<file path="src/rtl/sc_frame_scheduler.sv">
// sc_frame_scheduler: round-robin sharing of one SC decoder core among N_REQ frame sources
module sc_frame_scheduler #(
    parameter  int N_REQ   = 4,
    parameter  int n       = 5,
    parameter  int Q       = 6,
    parameter  int TIMEOUT = 1023,
    localparam int IDW     = $clog2(N_REQ)
) (
    input  logic                        clk,
    input  logic                        rst_n,
    input  logic [N_REQ-1:0]            req_valid,
    input  logic [N_REQ*(2**n)*Q-1:0]   req_llr,
    output logic [N_REQ-1:0]            req_ready,
    output logic                        dec_en,
    output logic [(2**n)*Q-1:0]         dec_llr,
    output logic                        dec_llr_valid,
    input  logic                        dec_busy,
    input  logic                        dec_done,
    input  logic [2**n-1:0]             dec_code,
    output logic                        res_valid,
    output logic [IDW-1:0]              res_id,
    output logic [2**n-1:0]             res_code,
    input  logic                        res_ready,
    output logic                        timeout_err
);
    localparam int FW = (2**n) * Q;
    localparam int CW = $clog2(TIMEOUT);
    typedef enum logic [2:0] {IDLE, LOAD, WAIT_BUSY, DECODE, RESULT} state_t;
    state_t          state;
    logic [FW-1:0]   frame;
    logic [IDW-1:0]  rr_ptr, gnt, idx;
    logic            found;
    logic [CW-1:0]   wd;
    assign dec_llr   = frame;
    assign req_ready = (state == IDLE && found) ? N_REQ'(1) << gnt : '0;
    // rotating-priority search beginning just after the last winner
    always_comb begin
        gnt   = '0;
        found = 1'b0;
        idx   = '0;
        for (int k = 1; k <= N_REQ; k++) begin
            idx = IDW'((int'(rr_ptr) + k) % N_REQ);
            if (!found && req_valid[idx]) begin
                found = 1'b1;
                gnt   = idx;
            end
        end
    end
    // FSM with registered outputs; wd counts WAIT_BUSY/DECODE cycles so that
    // the abort lands timeout_err exactly TIMEOUT cycles after LOAD; rr_ptr
    // doubles as the id of the frame in flight
    always_ff @(posedge clk) begin
        if (!rst_n) begin
            state         <= IDLE;
            frame         <= '0;
            rr_ptr        <= IDW'(N_REQ - 1);
            wd            <= '0;
            dec_en        <= 1'b0;
            dec_llr_valid <= 1'b0;
            res_valid     <= 1'b0;
            res_id        <= '0;
            res_code      <= '0;
            timeout_err   <= 1'b0;
        end else begin
            case (state)
                IDLE: begin
                    timeout_err <= 1'b0;
                    if (found) begin
                        frame         <= req_llr[int'(gnt)*FW +: FW];
                        rr_ptr        <= gnt;
                        dec_en        <= 1'b1;
                        dec_llr_valid <= 1'b1;
                        state         <= LOAD;
                    end
                end
                LOAD: begin
                    dec_llr_valid <= 1'b0;
                    wd            <= '0;
                    state         <= WAIT_BUSY;
                end
                WAIT_BUSY, DECODE: begin
                    if (dec_done) begin
                        res_code  <= dec_code;
                        res_id    <= rr_ptr;
                        res_valid <= 1'b1;
                        dec_en    <= 1'b0;
                        state     <= RESULT;
                    end else if (wd == CW'(TIMEOUT - 2)) begin
                        timeout_err <= 1'b1;
                        dec_en      <= 1'b0;
                        state       <= IDLE;
                    end else begin
                        wd <= wd + 1'b1;
                        if (state == WAIT_BUSY && dec_busy) state <= DECODE;
                    end
                end
                RESULT: begin
                    if (res_ready) begin
                        res_valid <= 1'b0;
                        state     <= IDLE;
                    end
                end
                default: state <= IDLE;
            endcase
        end
    end
endmodule

</file>
<file path="config.mk">
export PLATFORM = sky130hd
export DESIGN_NAME = sc_frame_scheduler
export DESIGN_NICKNAME = d
export VERILOG_FILES = /design/src/rtl/sc_frame_scheduler.sv
export SDC_FILE = /design/constraint.sdc
export NUM_CORES = 1
export LEC_CHECK = 0
export ABC_AREA = 1
export CAP_MARGIN = 15
export CORE_AREA = 2 2 410 412
export DETAILED_ROUTE_END_ITERATION = 16
export DIE_AREA = 0 0 412 414
export SLEW_MARGIN = 20
export SYNTH_ARGS = -nofsm -noshare
export SYNTH_HDL_FRONTEND = slang
export SYNTH_SLANG_ARGS = --single-unit
export TNS_END_PERCENT = 10
</file>
<file path="constraint.sdc">
create_clock -name clk -period 2.65 [get_ports clk]
set_clock_uncertainty 0.15 [all_clocks]
set_input_delay 0.53 -clock clk [delete_from_list [all_inputs] [get_ports clk]]
set_output_delay 0.53 -clock clk [all_outputs]
set_load 0.03 [all_outputs]
</file>
# After elaboration in Yosys (flattened, before gate mapping)
# Cells that the tools add are included.
# totals
output_inout_bits	234
register_bits	245
# op_classes
n_reduce_logical	22
n_mul	1
eq_ne	13
add_sub_neg	5
order_cmp	4
muxes	37
n_shift	2
# op_table
op	count
variable part select 768 x 11 -> 192 bit	1
two-way mux 10 bit	2
case mux 10 bit (2 select lines)	1
two-way mux 1 bit	15
two-way mux 3 bit	5
AND reduction 3 bit	5
less-than comparator 2 x 3 -> 1 bit (second input constant)	4
inequality test 2 bit (second input constant)	6
case mux 3 bit (4 select lines)	1
adder 10 x 1 -> 10 bit (second input constant)	1
equality test 10 bit (second input constant)	1
binary-select mux 1 bit (select 2 bit)	4
two-way mux 2 bit	4
case mux 1 bit (2 select lines)	4
nonzero test 2 bit	4
equality test 3 x 2 -> 1 bit (second input constant)	2
AND reduction 2 bit	3
logical AND 1 bit	5
adder 2 x 1 -> 2 bit (second input constant)	2
adder 2 bit (second input constant)	2
multiplier 2 x 2 -> 4 bit (second input constant)	1
two-way mux 4 bit	1
inequality test 4 bit (second input constant)	1
<< shifter 1 x 2 -> 4 bit (first input constant)	1
6 further kinds	8

# Logic depth before layout (Yosys ltp)
# Gate-level depths: netlist (run 1).
# depth
ltp_word	15
depth_mapped	18
mapped_depth_nobuf	15

# Worst setup path before layout (run 1)
# No wires, ideal clock.
# synth_path
path_type	flip-flop to output port
from	register rr_ptr[0]
to	output port req_ready[2]
path_buffers	3
arrival_time_ns	2.205
stages_incl_launch_ff	18
slack_ns	-0.235
required_ns	1.970
cell_sequence	dfxtp_1 > buf_2 > inv_4 > nand2_1 > nand2_1 > nand2_1 > nand2_1 > nor2_4 > nand2_1 > nor2_1 > nand2_1 > nand2_4 > inv_4 > nor2_8 > buf_6 > buf_6 > inv_2 > nor2_1
# synth_via
elab_chain_len	15
elab_cells_between_ends	29
cone_classes	add/sub: 4; shift: 1; mux: 17; reduce/logical: 7
# synth_lines
item	line_no	rtl
start: declaration	31	logic [IDW-1:0] rr_ptr, gnt, idx;
start signal: assignment	56	rr_ptr <= IDW'(N_REQ - 1);
start signal: assignment	70	rr_ptr <= gnt;
adder 2 x 1 -> 2 bit	42	idx = IDW'((int'(rr_ptr) + k) % N_REQ);
binary-select mux 1 bit (select 2 bit)	43	if (!found && req_valid[idx]) begin
two-way mux 1 bit (implied by the code)	43	
two-way mux 1 bit	43	
zero test 1 bit	43	
logical AND 1 bit	43	
two-way mux 1 bit	43	
zero test 1 bit	43	
logical AND 1 bit	43	
two-way mux 1 bit	43	
zero test 1 bit	43	
logical AND 1 bit	43	
two-way mux 2 bit / two-way mux 1 bit (equally long branches)	43	
<< shifter 1 x 2 -> 4 bit / logical AND 1 bit (equally long branches)	35	assign req_ready = (state == IDLE && found) ? N_REQ'(1) << gnt : '0;
two-way mux 4 bit (*)	35	
end: declaration	13	output logic [N_REQ-1:0] req_ready,
# Mark *: on every way between the ends. The rest lies on a longest branch, timed or not. The select of a mux whose other input is x is not followed.

# Final worst setup path (run 1)
# layout_path
from	register rr_ptr[0]
to	output port req_ready[0]
# Same word-level chain as after synthesis.

==> metrics.log, run 1 <==
[metrics] cell count after synthesis: 3278
[metrics] synthesized area: 17500 um^2
[metrics] sum of overflow across all layers after global routing: 0
[metrics] run status: finished with violations
[metrics] CTS Sinks: 245
[metrics] ANT nets after route: 0
[metrics] die boundary height: 414 um
[metrics] highest-count cells in the layout ignoring fill and taps: 1033 x sky130_fd_sc_hd__clkdlybuf4s50_1, 1026 x sky130_fd_sc_hd__nand2_1, 527 x sky130_fd_sc_hd__inv_1, 464 x sky130_fd_sc_hd__nor2_1, 323 x sky130_fd_sc_hd__nand3_1
[metrics] Die W: 412 um
[metrics] initial antenna violation count: 112
[metrics] Worst setup SP type: flip-flop
[metrics] routed wire length per instance: 22.9 um
[metrics] clock network latency to the later pin of the worst-skew pair: 0.61 ns
[metrics] Initial Utilization: 0.105
[metrics] leakage: 16.9 nW
[metrics] number of inserted filler cells in the final layout: 18700
[metrics] number of vias after detailed routing: 25900
[metrics] via count of the first global-routing pass: 24700
[metrics] net count after synthesis: 4089
[metrics] average instance area after synthesis: 5.35 um^2
[metrics] Layout Cell Area excl Fill: 35900 um^2
[metrics] Synth-to-Final Area Change: 104%
[metrics] aggregate routed wire length: 153000 um
[metrics] Worst Tran Pin Value: 1.01 ns
[metrics] required time of the critical path: 1.97 ns
[metrics] placement row count: 150
[metrics] Crit. End Element: primary output
[metrics] synthesis warning total: 0
[metrics] clock tree from TritonCTS: built
[metrics] residual DRC count: 0
[metrics] Setup WS post-layout: -0.414 ns
[metrics] CTS buffer count: 38
[metrics] overall track demand over capacity in global routing: 0.168
[metrics] endpoints failing setup: 167
[metrics] maximum ir drop on the vdd rail: 834 uV
[metrics] reported max-cap violation count: 0
[metrics] total power draw: 55.3 mW
[metrics] I/O pin total: 1043
[metrics] peak clock frequency supported by timing: 0.326 GHz
[metrics] type of the tightest min-delay check: input port to flip-flop
[metrics] area after detailed placement: 32100 um^2
[metrics] power density normalized to cell area: 1540 nW/um^2
[metrics] placed cell count: 6531
[metrics] unrepaired setup endpoints after global routing: true
[metrics] largest net degree at the start of global routing: 75
[metrics] distinct cell type count of the synthesized netlist: 30
[metrics] detailed-route vias per instance: 3.88
[metrics] multi-input logic area: 10800 um^2
[metrics] largest fanout of any net on the critical path: 7
[metrics] post-DP HPWL: 124000 um
[metrics] number of pins exceeding their max-slew limit in the final report: 0
[metrics] Die Outline Area: 171000 um^2
[metrics] # nets final: 5238
[metrics] iteration count of the initial detailed-routing pass: 6
[metrics] core region area: 166000 um^2
[metrics] global-route wire length before repair: 200000 um
[metrics] gpl congestion: 0.940
[metrics] number of H-tree levels: 2
[metrics] number of instances on the worst hold path: 2
[metrics] sequential cell area in the final layout: 4910 um^2
[metrics] Seq/Total Area, Yosys: 0.280
[metrics] CTS Buffer Depth: 3
[metrics] Fin. Hold Viols: 0
[metrics] fin crit period: 3.06 ns
[metrics] most frequent standard cell in the layout excluding fill and tap cells: sky130_fd_sc_hd__clkdlybuf4s50_1
[metrics] violated checks: setup timing
[metrics] Starting DRT DRC Count: 1828
[metrics] r2r worst-path depth: 20
[metrics] Port Buffer Count: 1042
[metrics] buffer type at the clock tree root: sky130_fd_sc_hd__clkbuf_16
[metrics] Max-slew headroom: 0.329
[metrics] critical path data arrival time: 2.38 ns
[metrics] WS Path Type: flip-flop to primary output
[metrics] share of cells above drive strength 1: 0.136
[metrics] Post-Layout Cell Count: 6673
[metrics] CTS clock-pin slew for the worst setup and hold paths: 0.06 ns
[metrics] final clock period utilization by the worst path: 1.16
[metrics] register bit total from synthesis: 245
what timing repair did:
item,CTS,global route
pin swaps,28,41
hold buffers,0,0
buffers inserted,23,20
gates cloned,11,10
endpoints found under the setup margin,192,176
gates resized for setup,223,181
sequential cells by signal (all words and copies together), names as in the netlist, 2 cells and up:
name / flops
state: 3
res_id: 2
wd: 10
dec_llr: 192
rr_ptr: 2
res_code: 32
worst max-delay path, cell delays in order, from the launching register on:
cell                      delay (ns)
sky130_fd_sc_hd__dfxtp_4        0.38
sky130_fd_sc_hd__buf_12         0.15
sky130_fd_sc_hd__nand2_4        0.06
sky130_fd_sc_hd__nand2_4        0.08
sky130_fd_sc_hd__buf_6          0.10
sky130_fd_sc_hd__nand2_2        0.04
sky130_fd_sc_hd__and2_4         0.14
sky130_fd_sc_hd__nand4_1        0.16
sky130_fd_sc_hd__nand3_4        0.13
sky130_fd_sc_hd__buf_6          0.15
sky130_fd_sc_hd__nor3_4         0.19
sky130_fd_sc_hd__buf_12         0.16
final cells by class:
type,count,area share
timing repair buffer,1334,0.391
multi-input combinational,2271,0.300
sequential,245,0.137
tap,2204,0.0769
inverter,535,0.0573
clock buffer,47,0.0289
clock inverter,20,0.00653
timing repair inverter,2,0.00129
antenna,15,0.00105
routing by layer:
layer  routed length (um)  track usage
met2                75500        0.303
met5                  218            0
met4                 3880       0.0326
met3                11600       0.0421
met1                61400        0.201
worst paths after layout:
check	from	to	slack (ns)
min reg2reg	wd[7]	wd[7]	0.31
max	rr_ptr[0]	req_ready[0]	-0.41
min	rst_n	rr_ptr[0]	0.22
max reg2reg	rr_ptr[0]	dec_llr[111]	-0.30
logic make-up (layout without fill, tap and decap cells):
group | after synthesis | after routing | synth area share
AOI/OAI and AO/OA | 61 | 61 | 0.0178
xor gates and xnor gates | 2 | 2 | 0.000999
buffers and inverters | 762 | 1938 | 0.173
adders and majority gates | 2 | 2 | 0.00143
other | 0 | 15 | 0
and+or+nand+nor | 2206 | 2206 | 0.527
DFF | 245 | 245 | 0.280
report_power, final:
part           internal (mW)  leakage (nW)  switching [mW]
clock                   3.18         0.635            2.21
sequential              5.13          2.03           0.823
combinational           18.1          14.3            25.9
total                   26.4          16.9            28.9
synth_stat cells:
library cell | number | area share
sky130_fd_sc_hd__nand2_1 | 1117 | 0.24
sky130_fd_sc_hd__inv_1 | 528 | 0.11
sky130_fd_sc_hd__nor2_1 | 512 | 0.11
sky130_fd_sc_hd__nand3_1 | 401 | 0.11
sky130_fd_sc_hd__dfxtp_1 | 245 | 0.28
sky130_fd_sc_hd__nand4_1 | 160 | 0.057
sky130_fd_sc_hd__clkbuf_1 | 107 | 0.023
sky130_fd_sc_hd__buf_2 | 82 | 0.023
sky130_fd_sc_hd__a21oi_1 | 49 | 0.014
sky130_fd_sc_hd__buf_1 | 26 | 0.0056
sky130_fd_sc_hd__buf_4 | 6 | 0.0026
sky130_fd_sc_hd__buf_6 | 6 | 0.0039
sky130_fd_sc_hd__nor3_1 | 6 | 0.0017
sky130_fd_sc_hd__o21ai_0 | 6 | 0.0017
sky130_fd_sc_hd__inv_2 | 5 | 0.0011
sky130_fd_sc_hd__o21ai_1 | 3 | 0.00086
sky130_fd_sc_hd__ha_1 | 2 | 0.0014
sky130_fd_sc_hd__inv_4 | 2 | 0.00071
sky130_fd_sc_hd__nand2_2 | 2 | 0.00071
sky130_fd_sc_hd__nor2_2 | 2 | 0.00071
sky130_fd_sc_hd__o211ai_1 | 2 | 0.00086
sky130_fd_sc_hd__and2_1 | 1 | 0.00036
sky130_fd_sc_hd__and3_1 | 1 | 0.00036
sky130_fd_sc_hd__nand2_4 | 1 | 0.00064
sky130_fd_sc_hd__nand3_2 | 1 | 0.00057
sky130_fd_sc_hd__nor2_4 | 1 | 0.00064
sky130_fd_sc_hd__nor2_8 | 1 | 0.0011
sky130_fd_sc_hd__o22ai_1 | 1 | 0.00036
sky130_fd_sc_hd__xnor2_1 | 1 | 0.00050
sky130_fd_sc_hd__xor2_1 | 1 | 0.00050
per-stage QoR:
step,setup slack [ns],hold slack (ns),util,setup TNS [ns]
global route,-0.541,0.193,0.215,-57.73
global placement,-0.849,0.283,0.193,-118.09
detailed placement,-0.910,0.302,0.193,-126.33
floorplan,-0.149,0.275,-,-0.398
CTS,-0.503,0.189,0.209,-27.35
finish,-0.414,0.216,0.216,-34.29
No activity file was read; power rests on OpenSTA's default activity.
==> run 2, diff against run 1 <==
--- a/config.mk
+++ b/config.mk
@@ -8,6 +8,7 @@
 export ABC_AREA = 1
 export CAP_MARGIN = 15
 export CORE_AREA = 2 2 410 412
+export CTS_CLUSTER_SIZE = 10
 export DETAILED_ROUTE_END_ITERATION = 16
 export DIE_AREA = 0 0 412 414
 export SLEW_MARGIN = 20
==> run 2 against run 1 <==
The flow still finishes with violations (setup timing). Total power rose by 2.9%. First-iteration DRC count grew 0.66%. Cell area is 1.2% higher. Routed wire length increased by 0.50%. Flip-flop and latch count unchanged. Highest routed layer unchanged.
==> metrics.log, run 2 (synthesis results as in run 1) <==
[metrics] part of the total power dissipated in the clock network: 0.097 (about the same)
[metrics] Port Buffer Count: 1042 (unchanged)
[metrics] number of vias after detailed routing: 26000 (+0.40%)
[metrics] maximum ir drop on the vdd rail: 833 uV (-0.19%)
[metrics] fin crit period: 3.06 ns (-0.00710 ns)
[metrics] sequential cell area in the final layout: 4910 um^2 (unchanged)
[metrics] most frequent standard cell in the layout excluding fill and tap cells: sky130_fd_sc_hd__clkdlybuf4s50_1
[metrics] clock tree from TritonCTS: built
[metrics] Die W: 412 um (unchanged)
[metrics] Setup WS post-layout: -0.406 ns (+0.00710 ns)
[metrics] CTS Buffer Depth: 3 (unchanged)
[metrics] Die Outline Area: 171000 um^2 (unchanged)
[metrics] aggregate routed wire length: 153000 um (+0.50%)
[metrics] endpoints failing setup: 162 (-3.0%)
[metrics] pre-CTS setup slack: -0.910 ns (unchanged)
[metrics] global-route wire length before repair: 201000 um (+0.57%)
[metrics] number of buffer and inverter instances along the worst setup path: 4 (unchanged)
[metrics] Routed met3 length: 11500 um (-0.29%)
[metrics] peak clock frequency supported by timing: 0.327 GHz (+0.23%)
[metrics] wire length on met2: 75800 um (+0.44%)
[metrics] type of the tightest min-delay check: input port to flip-flop
[metrics] initial antenna violation count: 111 (-0.89%)
[metrics] Worst Tran Pin Value: 1.01 ns (+0.00486 ns)
[metrics] Synth-to-Final Area Change: 107%
[metrics] I/O pin total: 1043 (unchanged)
[metrics] highest-count cells in the layout ignoring fill and taps: 1033 x sky130_fd_sc_hd__clkdlybuf4s50_1, 992 x sky130_fd_sc_hd__nand2_1, 527 x sky130_fd_sc_hd__inv_1, 452 x sky130_fd_sc_hd__nor2_1, 324 x sky130_fd_sc_hd__nand3_1
[metrics] library cell contributing the largest single delay on the critical path: sky130_fd_sc_hd__dfxtp_4
[metrics] sum of overflow across all layers after global routing: 0 (unchanged)
[metrics] reported max-cap violation count: 0 (unchanged)
[metrics] iteration count of the initial detailed-routing pass: 6 (unchanged)
[metrics] buffer type at the clock tree root: sky130_fd_sc_hd__clkbuf_16
[metrics] clock network latency to the later pin of the worst-skew pair: 0.60 ns (about the same)
[metrics] ANT nets after route: 0 (unchanged)
[metrics] run status: finished with violations
[metrics] number of pins exceeding their max-slew limit in the final report: 0 (unchanged)
[metrics] power density normalized to cell area: 1570 nW/um^2 (+1.7%)
[metrics] combinational group share of total power: 0.799 (+0.004)
[metrics] post-DP HPWL: 124000 um (unchanged)
[metrics] Pint: 27.4 mW (+4.0%)
[metrics] switching power as a share of total power: 0.518 (-0.00528)
[metrics] sum of routed wire segments on met1: 61300 um (-0.15%)
[metrics] number of H-tree levels: 2 (unchanged)
[metrics] placement row count: 150 (unchanged)
[metrics] Crit. End Element: primary output
[metrics] CTS buffer count: 39 (+2.6%)
[metrics] Stages on worst setup path: 11 (unchanged)
[metrics] Sequential Power Share: 0.105 (-0.003)
[metrics] WS Path Type: flip-flop to primary output
[metrics] Fin. Hold Viols: 0 (unchanged)
[metrics] unrepaired setup endpoints after global routing: true
[metrics] detailed-route vias per instance: 3.88 (+0.19%)
[metrics] number of inserted filler cells in the final layout: 18600 (-0.34%)
[metrics] CTS clock-pin slew for the worst setup and hold paths: 0.06 ns (about the same)
[metrics] Initial Utilization: 0.105 (unchanged)
[metrics] leakage: 17.1 nW (+0.88%)
[metrics] required time of the critical path: 1.97 ns (about the same)
[metrics] cell family contributing the most delay on the critical path: simple AND/OR/NAND/NOR gates
[metrics] power dissipated by switching net loads: 29.4 mW (+1.9%)
[metrics] CTS Sinks: 245 (unchanged)
[metrics] final core utilization: 0.218 (+0.00258)
[metrics] r2r worst-path depth: 21 (+5.0%)
[metrics] Max-slew headroom: 0.325 (-0.00324)
[metrics] via count of the first global-routing pass: 24900 (+0.59%)
[metrics] share of cells above drive strength 1: 0.149 (+0.0130)
[metrics] number of instances on the worst hold path: 2 (unchanged)
[metrics] overall track demand over capacity in global routing: 0.169 (+0.000873)
[metrics] number of flip-flops under the largest register name: 192 (unchanged)
[metrics] Critical Path Max Stage Delay: 0.38 ns (about the same)
[metrics] critical path data arrival time: 2.38 ns (about the same)
[metrics] gpl congestion: 0.940 (unchanged)
[metrics] core region area: 166000 um^2 (unchanged)
[metrics] residual DRC count: 0 (unchanged)
[metrics] Worst setup SP type: flip-flop
[metrics] # nets final: 5252 (+0.27%)
[metrics] largest net degree at the start of global routing: 75 (unchanged)
[metrics] die boundary height: 414 um (unchanged)
[metrics] multi-input logic area: 10900 um^2 (+0.94%)
[metrics] highest routed layer: met5
[metrics] worst path cell trace: buf_12, nand2_4, nand2_4, buf_6, nand2_2, and2_4, nand4_1, nand3_4, buf_6, nor3_4, buf_12
[metrics] violated checks: setup timing
[metrics] Starting DRT DRC Count: 1840 (+0.66%)
[metrics] largest fanout of any net on the critical path: 7 (unchanged)
[metrics] final clock period utilization by the worst path: 1.15 (-0.00268)
[metrics] routed wire length per instance: 22.9 um (+0.29%)
## run 2: cell count changes in the layout (fill, tap and decap cells not counted), sizes merged
cell,change
buf,+14
bufbuf,-2
clkbuf,+1
clkinv,+2
clkinvlp,+1
inv,-2
## run 2: area by class of cell
class,count,share of cell area
Sequential cell,245,0.135
Multi-Input combinational cell,2271,0.300
Inverter,535,0.0566
Tap cell,2204,0.0760
Timing Repair Buffer,1347,0.394
Antenna cell,15,0.00103
Clock buffer,47,0.0291
Clock inverter,21,0.00717
Timing Repair inverter,2,0.00138
## run 2: per-layer routing
layer	track usage	vias up
li1	-	12300
met1	0.202	12100
met2	0.301	1249
met3	0.0411	306
met4	0.0414	34
met5	0	-
## run 2: timing repair
item                                    4_1_cts  5_1_grt
hold buffers                                  0        0
buffers inserted                             33       24
pin swaps                                    44       56
cloned                                       14       10
endpoints found under the setup margin      192      176
gates resized for setup                     266      197
## run 2: through the flow
stage / std cells / area, um^2 / setup TNS (ns) / hold slack [ns] / power, mW
6_report: 6687 / 36300 / -35.66 / 0.227 / 56.9
5_1_grt: 6678 / 36300 / -58.25 / 0.211 / 60.8
4_1_cts: 6641 / 35000 / -28.01 / 0.187 / 53.7
3_5_place_dp: 6531 / 32100 / -126.33 / 0.302 / 42.0
3_3_place_gp: 6531 / 32100 / -118.09 / 0.283 / 41.9
2_1_floorplan: 3278 / 17500 / -0.398 / 0.275 / 24.5
## run 2: power by group through the flow
stage | Combinational [mW] | Clock, mW | Sequential, mW
after global placement | 35.9 | 0 | 5.97
after detailed placement | 36.0 | 0 | 5.98
after global routing | 48.9 | 5.83 | 6.07
final | 45.4 | 5.50 | 5.95
after CTS | 42.1 | 5.74 | 5.94
after floorplan | 16.3 | 0 | 8.22
## run 2: final timing paths
path | from | end | slack (ns)
setup / recovery | rr_ptr[0] | req_ready[0] | -0.41
hold / removal | rst_n | rr_ptr[0] | 0.23
setup reg to reg | rr_ptr[0] | dec_llr[176] | -0.35
hold reg to reg | wd[7] | wd[7] | 0.31
